<file path="config.mk">
export PLATFORM = sky130hd
export DESIGN_NAME = yolo_control_unit
export DESIGN_NICKNAME = d
export VERILOG_FILES = /design/src/rtl/yolo_control_unit.sv
export SDC_FILE = /design/constraint.sdc
export NUM_CORES = 1
export LEC_CHECK = 0
export ABC_AREA = 1
export BUFFER_PORTS_ARGS = -buffer_cell sky130_fd_sc_hd__buf_4
export CELL_PAD_IN_SITES_DETAIL_PLACEMENT = 0
export CELL_PAD_IN_SITES_GLOBAL_PLACEMENT = 2
export CORE_UTILIZATION = 37
export DETAILED_ROUTE_END_ITERATION = 10
export PLACE_DENSITY = 0.84
export SKIP_CTS_REPAIR_TIMING = 1
export SKIP_LAST_GASP = 1
export SLEW_MARGIN = 20
export SYNTH_ARGS = -nofsm -noshare
export SYNTH_HDL_FRONTEND = slang
export SYNTH_SLANG_ARGS = --single-unit
</file>
<file path="constraint.sdc">
create_clock -name clk -period 2.8 [get_ports clk]
set_input_delay 0.28 -clock clk [delete_from_list [all_inputs] [get_ports clk]]
set_output_delay 0.28 -clock clk [all_outputs]
set_load 0.1 [all_outputs]
</file>
<file path="src/rtl/yolo_control_unit.sv">
// Fixed-schedule sequencer for the YOLO inference datapath: fetch, NUM_LAYERS x (conv, act, pool),
// fc, detect, done. Optional macro CTRL_FRAME_LOOP_EN makes DONE a one-cycle pulse before refetch.
module yolo_control_unit #(
  parameter int unsigned FETCH_CYCLES  = 4,
  parameter int unsigned CONV_CYCLES   = 8,
  parameter int unsigned ACT_CYCLES    = 2,
  parameter int unsigned POOL_CYCLES   = 4,
  parameter int unsigned FC_CYCLES     = 6,
  parameter int unsigned DETECT_CYCLES = 3,
  parameter int unsigned NUM_LAYERS    = 2,
  parameter int unsigned CNT_W         = 16
) (
  input  logic clk,
  input  logic rst_n,
  output logic fetch_input,
  output logic conv_enable,
  output logic pool_enable,
  output logic activation_enable,
  output logic fc_enable,
  output logic detect_enable,
  output logic busy,
  output logic frame_done
);

  localparam int unsigned LAYER_W = (NUM_LAYERS > 1) ? $clog2(NUM_LAYERS) : 1;

  typedef enum logic [2:0] {
    StIdle,
    StFetch,
    StConv,
    StAct,
    StPool,
    StFc,
    StDetect,
    StDone
  } state_e;

  state_e             r_state;
  state_e             w_state_d;
  logic [CNT_W-1:0]   r_cnt;
  logic [CNT_W-1:0]   w_cnt_d;
  logic [CNT_W-1:0]   w_stage_last;
  logic [LAYER_W-1:0] r_layer;
  logic [LAYER_W-1:0] w_layer_d;
  logic               w_cnt_done;
  logic               w_more_layers;

  always_comb begin
    w_stage_last = '0;
    case (r_state)
      StFetch:  w_stage_last = CNT_W'(FETCH_CYCLES - 1);
      StConv:   w_stage_last = CNT_W'(CONV_CYCLES - 1);
      StAct:    w_stage_last = CNT_W'(ACT_CYCLES - 1);
      StPool:   w_stage_last = CNT_W'(POOL_CYCLES - 1);
      StFc:     w_stage_last = CNT_W'(FC_CYCLES - 1);
      StDetect: w_stage_last = CNT_W'(DETECT_CYCLES - 1);
      default:  w_stage_last = '0;
    endcase
  end

  assign w_cnt_done    = (r_cnt == w_stage_last);
  assign w_more_layers = (r_layer < LAYER_W'(NUM_LAYERS - 1));

  // The counter wraps to zero on the exit cycle, so every new stage starts counting from zero.
  always_comb begin
    w_state_d = r_state;
    w_layer_d = r_layer;
    w_cnt_d   = w_cnt_done ? '0 : r_cnt + 1'b1;
    case (r_state)
      StIdle: begin
        w_state_d = StFetch;
        w_cnt_d   = '0;
        w_layer_d = '0;
      end
      StFetch: begin
        if (w_cnt_done) w_state_d = StConv;
      end
      StConv: begin
        if (w_cnt_done) w_state_d = StAct;
      end
      StAct: begin
        if (w_cnt_done) w_state_d = StPool;
      end
      StPool: begin
        if (w_cnt_done) begin
          if (w_more_layers) begin
            w_state_d = StConv;
            w_layer_d = r_layer + 1'b1;
          end else begin
            w_state_d = StFc;
          end
        end
      end
      StFc: begin
        if (w_cnt_done) w_state_d = StDetect;
      end
      StDetect: begin
        if (w_cnt_done) w_state_d = StDone;
      end
      StDone: begin
        w_cnt_d = '0;
`ifdef CTRL_FRAME_LOOP_EN
        w_state_d = StFetch;
        w_layer_d = '0;
`else
        w_state_d = StDone;
`endif
      end
      default: begin
        w_state_d = StIdle;
        w_cnt_d   = '0;
        w_layer_d = '0;
      end
    endcase
  end

  // Outputs are registered from the next-state decode so they always equal a decode of r_state.
  always_ff @(posedge clk) begin
    if (!rst_n) begin
      r_state           <= StIdle;
      r_cnt             <= '0;
      r_layer           <= '0;
      fetch_input       <= 1'b0;
      conv_enable       <= 1'b0;
      activation_enable <= 1'b0;
      pool_enable       <= 1'b0;
      fc_enable         <= 1'b0;
      detect_enable     <= 1'b0;
      busy              <= 1'b0;
      frame_done        <= 1'b0;
    end else begin
      r_state           <= w_state_d;
      r_cnt             <= w_cnt_d;
      r_layer           <= w_layer_d;
      fetch_input       <= (w_state_d == StFetch);
      conv_enable       <= (w_state_d == StConv);
      activation_enable <= (w_state_d == StAct);
      pool_enable       <= (w_state_d == StPool);
      fc_enable         <= (w_state_d == StFc);
      detect_enable     <= (w_state_d == StDetect);
      busy              <= (w_state_d != StIdle) && (w_state_d != StDone);
      frame_done        <= (w_state_d == StDone);
    end
  end

endmodule

</file>
==> flow_summary.ini, run 1 <==
[logic_synthesis]
yosysWarnings = 0
postSynthAreaPerCell_um2 = 7.53
yosysTopAreaCellShare_pct = 39.0
synthFlopType = dfxtp_1
synth_most_common_cell = nor2_1
synth_edf_count = 0
yosys-top-cells-area = dfxtp_1 (39%), nor2_1 (8.3%), nand2_1 (7.8%), inv_1 (5.5%), nand3_1 (4.9%)
yosys.area.top_type = dfxtp_1
synth_seq_cells = 28
ys_types = 30
netlist_area_mm2 = 0.00144
synth_commonest_cells = nor2_1 (32), nand2_1 (30), dfxtp_1 (28)
netlist_instances = 191
yosysSeqAreaShare_pct = 39.0
synth-async-reset-ratio_pct = 0
syn-num-nets = 194

[placed_design]
place_area_mm2 = 0.00156
place.gp.congestion = 0.804
portBuffers = 9
dp_hpwl_um = 2100

[layout]
final_cell_area_mm2 = 0.00163
drive_gt1_share_pct = 20.3
multiInputGateArea_um2 = 779
final_nets = 206
syn_to_final_growth_pct = 13.1
insertedDiodeCount = 0
ff_latch_area_um2 = 561
fillers = 395

[worst_hold_path]
holdCritPathClass = in2reg

[global_route]
grt_max_degree = 17
first_global_vias = 1135
grt-ovfl-total = 0
grt_antenna_before_repair = 0
grt_pass1_wl_um = 5190
grt_use_total_pct = 16.0

[sta]
drv_slew = 0
max_slew_margin_pct = 49.7
setup_viol = 0
rsz0062_at_grt = no
tns_ps = 0
fin_crit_ps = 2020
max_freq_mhz = 494
period_share_pct = 72.2
worstMarginPinSlew_ps = 753
worst_clock_skew_ps = 4.94
hold_viol = 0

[critical_path]
cp_num_buf_inv = 1
endpoint_kind = flop
cp_data_required_time_ps = 3030
worstPathArrival_ps = 2250
path_class = reg2reg
cp_slowest_stage_delay_ps = 580
critPathSlowestCell = dfxtp_1
cp_top_family = compound AO/OA/AOI/OAI gates
r2r_slack_ps = 780
cp-start-kind = flop
crit_chain = inv_1 > nand3_2 > nand3_1 > nand2_2 > nor2_4 > nand3_4 > o211ai_2 > a21oi_1 > o21a_1
critPathMaxFanout = 16

[pwr]
p_leak_nw = 0.706
peakVddDrop_uv = 447
pwr_density_cell_mw_per_mm2 = 1060

[die]
fp.dieW_um = 64.4
die_y_um = 64.4
io_pins = 10
die-area_mm2 = 0.00414
initial_core_util_pct = 39.0
rows = 22
coreArea_mm2 = 0.00369

[clocking]
cts_made_buffers = 3
path_clk_slew_ps = 100
h-tree-depth = 1
clock_path_buffers = 2
root_buffer = clkbuf_8
cts_sinks = 28
clock_latency_ps = 280
cts_tree = done

[route]
drc = 0
routed-via-count = 1185
wire_per_inst_um = 11.6
drt_wl_total_um = 2910
ant_nets = 0
via_per_inst = 4.74
first_pass_iters = 4
drt-initial-drc-count = 77

[flow_run]
maxCapViolCount = 0

[status]
status = finished clean
[power by group]
group | switching (mW) | total [mW] | internal, mW
clock network | 0.130 | 0.321 | 0.192
registers | 0.0526 | 0.497 | 0.445
logic | 0.643 | 0.912 | 0.270
total | 0.825 | 1.73 | 0.906
[registers in the layout, indices dropped and copies added, names as in the netlist]
register and cells:
detect_enable 1, fetch_input 1, frame_done 1, activation_enable 1
fc_enable 1, busy 1, pool_enable 1, r_cnt 16
r_layer 1, conv_enable 1, r_state 3
[final timing paths]
check,start,endpoint,cells after the start
setup / recovery,r_state[1]$_SDFF_PN0_,r_cnt[12]$_SDFF_PP0_,9
hold / removal,rst_n,r_state[2]$_SDFF_PN0_,3
setup reg to reg,r_state[1]$_SDFF_PN0_,r_cnt[12]$_SDFF_PP0_,9
hold reg to reg,r_cnt[0]$_SDFF_PP0_,r_cnt[0]$_SDFF_PP0_,1
[final cells by class]
class	count	area share [%]
sequential	28	34.4
tap	48	3.69
inverter	23	5.46
timing repair buffer	9	4.15
clock inverter	1	1.84
clock buffer	3	2.54
multi-input combinational	138	47.9
[placed cells by master (no fill, tap or decap), types with 2 or more instances in the layout]
cell type,count
a21oi_1,8
inv_1,21
nand2_2,10
nand2_1,30
o211ai_1,2
nor3b_1,2
nor2_1,32
nor2_4,3
nand3_2,7
or2_2,2
dfxtp_1,28
xnor2_1,2
clkbuf_8,3
nand4_1,5
o21ai_0,2
nand3b_1,2
buf_4,9
xor2_1,6
nand3_1,14
nor3_1,2
[metrics by stage]
| step | instances | setup slack (ps) | util [%] | hold slack, ps | total power, mW |
|---|---|---|---|---|---|
| floorplan | 191 | 1150 | - | 397 | 1.26 |
| global placement | 246 | 842 | 42.2 | 474 | 1.42 |
| detailed placement | 246 | 803 | 42.2 | 482 | 1.41 |
| CTS | 250 | 778 | 44.1 | 234 | 1.74 |
| global route | 250 | 520 | 44.1 | 258 | 1.87 |
| finish | 250 | 777 | 44.1 | 235 | 1.73 |
[cell families (layout without fill, tap and decap cells)]
logic type                 Yosys count  in the layout  share of synthesized area [%]
DFF                                 28             28                           39.0
and+or+nand+nor                    113            113                           41.0
buffers and inverters               25             36                           6.87
xor gates and xnor gates             8              8                           4.87
AOI/OAI and AO/OA                   16             16                           7.48
adders and majority gates            1              1                          0.869
[worst min-delay path: stages]
cell and delay, ps:
buf_4 100, nand2_1 60, inv_1 40
[routing by layer]
layer  global-route usage, %  up-vias  part of all wire, %
met3                    2.14        5                  2.5
met1                    21.8      527                   53
met2                    26.1       16                   44
met5                       0        -                    0
met4                    5.00        0                  1.4
li1                        -      637                    -
No activity file was read; power rests on OpenSTA's default activity.
==> run 2: changes to the inputs <==
Settings changed: ABC_AREA 1 to 0, CORE_UTILIZATION 37 to 32, PLACE_DENSITY 0.84 to 0.75.
Clock period 2.8 ns to 1.7 ns, I/O delays scaled along.
==> flow_summary.ini, run 2 <==
[status]
status = complete, but fails checks
violations = setup timing

[layout]
largest_register_ffs = 16
fin_util_pct = 48.4
insertedDiodeCount = 0
final_common_cell = buf_4
layout_common_cells = buf_4 (49), nor2_1 (26), dfxtp_1 (25)
final_nets = 205
stdcell_count = 249
largest-register = r_cnt
syn_to_final_growth_pct = 39.4
reg_top3 = r_cnt x16, r_state x3
drive_gt1_share_pct = 35.3

[route]
via_per_inst = 4.93
ant_nets = 0
drt-initial-drc-count = 53
routed-via-count = 1227
wire_per_inst_um = 12.9
drt_wl_total_um = 3210
drc = 0
first_pass_iters = 4

[critical_path]
cp_slowest_stage_delay_ps = 540
critPathMaxFanout = 4
critPathSlowestCell = or4_4
worstPathArrival_ps = 2180
cpMostUsedCell = or4_4
path_class = reg2reg
endpoint_kind = flop
cp_data_required_time_ps = 1870
crit_chain = or4_4 > nor4_4 > nand4_2 > or4_4 > o2111a_1
cp-start-kind = flop

[die]
fp.dieW_um = 66.2
coreArea_mm2 = 0.00380
die-area_mm2 = 0.00438
initial_core_util_pct = 34.7
io_pins = 10
die_y_um = 66.2
rows = 22

[sta]
max_freq_mhz = 496
timing.final.ws_setup_ps = -316
period_share_pct = 119
drv_slew = 0
rsz0062_at_grt = yes
worstMarginPinSlew_ps = 392
fin_crit_ps = 2020
hold_viol = 0
max_slew_margin_pct = 73.8
worst_clock_skew_ps = 5.81
setup_viol = 28

[logic_synthesis]
yosysTopAreaCellShare_pct = 42.5
yosysSeqAreaShare_pct = 42.5
synth_most_common_cell = dfxtp_1
yosys-top-cells-area = dfxtp_1 (43%), nor2_1 (7.7%), xnor2_1 (6.6%), xor2_1 (4.0%), nand2_1 (2.8%)
yosysWarnings = 0
synth_seq_cells = 28
netlist_area_mm2 = 0.00132
netlist_instances = 154
synth_edf_count = 0
yosys.area.top_type = dfxtp_1
syn-num-nets = 157
ys_types = 38
synth_commonest_cells = dfxtp_1 (28), nor2_1 (27), nand2_1 (10), xnor2_1 (10)
synthFlopType = dfxtp_1
synth-async-reset-ratio_pct = 0
postSynthAreaPerCell_um2 = 8.56

[clocking]
h-tree-depth = 1
clock_latency_ps = 270
cts_made_buffers = 3
path_clk_slew_ps = 100
cts_sinks = 28
root_buffer = clkbuf_8
clock_path_buffers = 2
cts_tree = done

[pwr]
internal-power_mw = 1.90
clockPowerShare_pct = 16.3
pwr_density_cell_mw_per_mm2 = 1770
peakVddDrop_uv = 1080
power_switching_share_pct = 41.4
switchingPower_mw = 1.35
sequentialPowerShare_pct = 24.8
comb_power_share_pct = 58.9
p_leak_nw = 0.720

[placed_design]
dp_hpwl_um = 2440
dpl_worst_slack_ps = -297
place.gp.congestion = 0.933
numPlacedInstances = 245
portBuffers = 9

[worst_hold_path]
holdCritPathClass = in2reg

[flow_run]
maxCapViolCount = 0

[global_route]
grt_pass1_wl_um = 5550
first_global_vias = 1175
grt_antenna_before_repair = 0
grt_use_total_pct = 16.6
grt-ovfl-total = 0
grt_max_degree = 17
## run 2: stage by stage
stage / hold WS, ps / cell area [um^2] / TNS [ps] / total power [mW]
CTS: 156 / 1810 / -5260 / 3.15
global placement: 457 / 1730 / -3900 / 2.59
floorplan: 286 / 1340 / -2870 / 1.86
finish: 168 / 1840 / -6050 / 3.25
global route: 180 / 1840 / -8770 / 3.45
detailed placement: 456 / 1730 / -4310 / 2.61
## run 2: power by group through the flow
stage | registers (mW) | clock network [mW] | logic, mW
global route | 0.823 | 0.565 | 2.06
finish | 0.806 | 0.530 | 1.91
detailed placement | 0.818 | 0 | 1.79
global placement | 0.810 | 0 | 1.78
floorplan | 1.01 | 0 | 0.847
CTS | 0.801 | 0.544 | 1.81
## run 2: layer usage
metal	GRT usage (%)	wire [um]	vias up
li1	-	-	641
met1	24.1	1730	565
met2	25.4	1390	19
met3	2.07	75	2
met4	4.79	22	0
met5	0	0	-
## run 2: cell type report
| cell class | instances | area [um^2] |
|---|---|---|
| repair buffers | 50 | 379 |
| fillers | 370 | 1960 |
| clock buffers | 3 | 41.3 |
| flip-flops and latches | 28 | 564 |
| multi-input cells | 113 | 741 |
| well taps | 48 | 60.1 |
| clock inverters | 1 | 30.0 |
| inverters | 6 | 22.5 |
## run 2: path summary, 6_finish.rpt
path                            depth (start not counted)  slack [ps]           startpoint                endpoint
worst min-delay path                                    3         170                rst_n  fetch_input$_SDFF_PN0_
worst max register to register                          5        -320  r_cnt[4]$_SDFF_PP0_   r_state[1]$_SDFF_PN0_
worst min register to register                          1         520  r_cnt[0]$_SDFF_PP0_     r_cnt[0]$_SDFF_PP0_
worst max-delay path                                    5        -320  r_cnt[4]$_SDFF_PP0_   r_state[1]$_SDFF_PN0_
## run 2: kinds of logic (layout without fill, tap and decap cells)
group                      count (synthesis)  in the layout  share of synthesized area, %
and+or+nand+nor                           71             71                          28.3
DFF                                       28             28                          42.5
xor gates and xnor gates                  16             16                          10.6
AOI/OAI and AO/OA                         25             25                          13.7
buffers and inverters                     13             60                          3.98
adders and majority gates                  1              1                         0.949
## run 2: critical path, delay by kind of cell (launching register included)
kind / cells / cell delay (ps)
compound gates: 1 / 150
flops: 1 / 330
simple gates: 4 / 1430
==> run 3: changes to the inputs <==
Settings changed: CORE_MARGIN set to 2.
==> flow_summary.ini, run 3 (same netlist as run 2, synthesis figures left out) <==
[critical_path]
worstPathArrival_ps = 2210
critPathMaxFanout = 3
r2r_end = r_state[1]$_SDFF_PN0_
reg2reg_depth = 5
critPathSlowestCell = or4_4
cp-start-kind = flop
path_class = reg2reg
cp_slowest_stage_delay_ps = 550
endpoint_kind = flop
cpMostUsedCell = or4_4
r2r_slack_ps = -330
startpoint = r_cnt[14]$_SDFF_PP0_
crit_chain = or4_4 > nor3_4 > nand4_2 > or4_4 > o2111a_1
cp_data_required_time_ps = 1870
timing.rr.start = r_cnt[14]$_SDFF_PP0_

[die]
die_y_um = 68.2
fp.dieW_um = 68.2
coreArea_mm2 = 0.00397
die-area_mm2 = 0.00465
rows = 23
initial_core_util_pct = 33.2
io_pins = 10

[clocking]
root_buffer = clkbuf_8
cts_sinks = 28
clock_latency_ps = 270
path_clk_slew_ps = 90
cts_tree = done
h-tree-depth = 1
cts_made_buffers = 3
clock_path_buffers = 2

[sta]
period_share_pct = 120
worstMarginPinSlew_ps = 460
rsz0062_at_grt = yes
fin_crit_ps = 2030
drv_slew = 0
setup_viol = 28
max_freq_mhz = 492
holdWs_ps = 177
hold_viol = 0
timing.final.ws_setup_ps = -333
max_slew_margin_pct = 69.2
worst_clock_skew_ps = 2.17

[route]
drc = 0
top_layer = met4
met3WireLength_um = 107
routed-via-count = 1249
via_per_inst = 5.00
routed-wl-met2_um = 1510
met1Wirelength_um = 1650
drt_wl_total_um = 3330
wire_per_inst_um = 13.3
drt-initial-drc-count = 42
first_pass_iters = 4
ant_nets = 0

[layout]
reg_top3 = r_cnt x16, r_state x3
largest_register_ffs = 16
largest-register = r_cnt
insertedDiodeCount = 0
drive_gt1_share_pct = 42.0
final_nets = 204
layout_common_cells = buf_4 (45), dfxtp_1 (26), nor2_1 (19)
final_common_cell = buf_4
stdcell_count = 250
syn_to_final_growth_pct = 45.0
final_cell_area_mm2 = 0.00191

[worst_hold_path]
min_from = rst_n
min_to = fetch_input$_SDFF_PN0_
holdCritPathClass = in2reg
hold_depth = 3

[placed_design]
place_area_mm2 = 0.00169
portBuffers = 9
place.gp.congestion = 0.816
dp_hpwl_um = 2280
numPlacedInstances = 241

[global_route]
grt_pass1_wl_um = 5200
grt_antenna_before_repair = 0
grt_max_degree = 17
first_global_vias = 1164
grt_use_total_pct = 14.8
grt-ovfl-total = 0

[pwr]
pwr_density_cell_mw_per_mm2 = 1780
p_leak_nw = 0.717
peakVddDrop_uv = 753

[flow_run]
maxCapViolCount = 0

[status]
status = complete, but fails checks
violations = setup timing
run 3: cell count changes in the layout (fill, tap and decap cells not counted), moves of 2 or more:
cell      change
nand3_1       -2
a211oi_2      +2
a211oi_1      -2
nor2_2        +4
nor2_1        -7
buf_6         +3
buf_4         -4
nand3_2       +2
nor2_4        +3
run 3: layer usage:
metal,global-route usage (%),up-vias
li1,-,636
met1,21.2,586
met2,22.5,21
met3,1.97,6
met4,5.25,0
met5,0,-
run 3: metrics by stage:
step	utilization [%]	power (mW)	TNS, ps	setup slack (ps)
global placement	42.6	2.45	-2900	-244
global route	48.1	3.60	-8230	-386
finish	48.1	3.40	-5830	-333
detailed placement	42.6	2.44	-4140	-284
CTS	44.0	2.87	-5100	-330
floorplan	-	1.86	-2870	-264
run 3: critical path: cells and delay by family (launching register included):
family	cells	cell delay [ps]
AO/OA/AOI/OAI	1	150
flip-flops	1	330
AND/OR/NAND/NOR	4	1450
run 3: worst max path at each step:
stage | to | depth (start not counted) | slack [ps]
after detailed placement | r_state[1]$_SDFF_PN0_ | 5 | -280
after floorplan | r_state[1]$_SDFF_PN0_ | 5 | -260
after global routing | r_state[1]$_SDFF_PN0_ | 5 | -390
final | r_state[1]$_SDFF_PN0_ | 5 | -330
after CTS | r_state[1]$_SDFF_PN0_ | 5 | -330
after global placement | r_state[0]$_SDFF_PN0_ | 5 | -240
run 3: report_power, final:
group          internal, mW  total, mW  switching [mW]
registers             0.733      0.800          0.0673
logic                 0.950       2.18            1.23
clock network         0.207      0.415           0.207
total                  1.89       3.40            1.50
run 3: cell type report:
cell class | count | area [um^2]
timing repair buffer | 49 | 383
sequential | 28 | 563
fill | 383 | 2060
clock buffer | 4 | 55.1
tap | 50 | 62.6
multi-input combinational | 113 | 826
inverter | 6 | 22.5
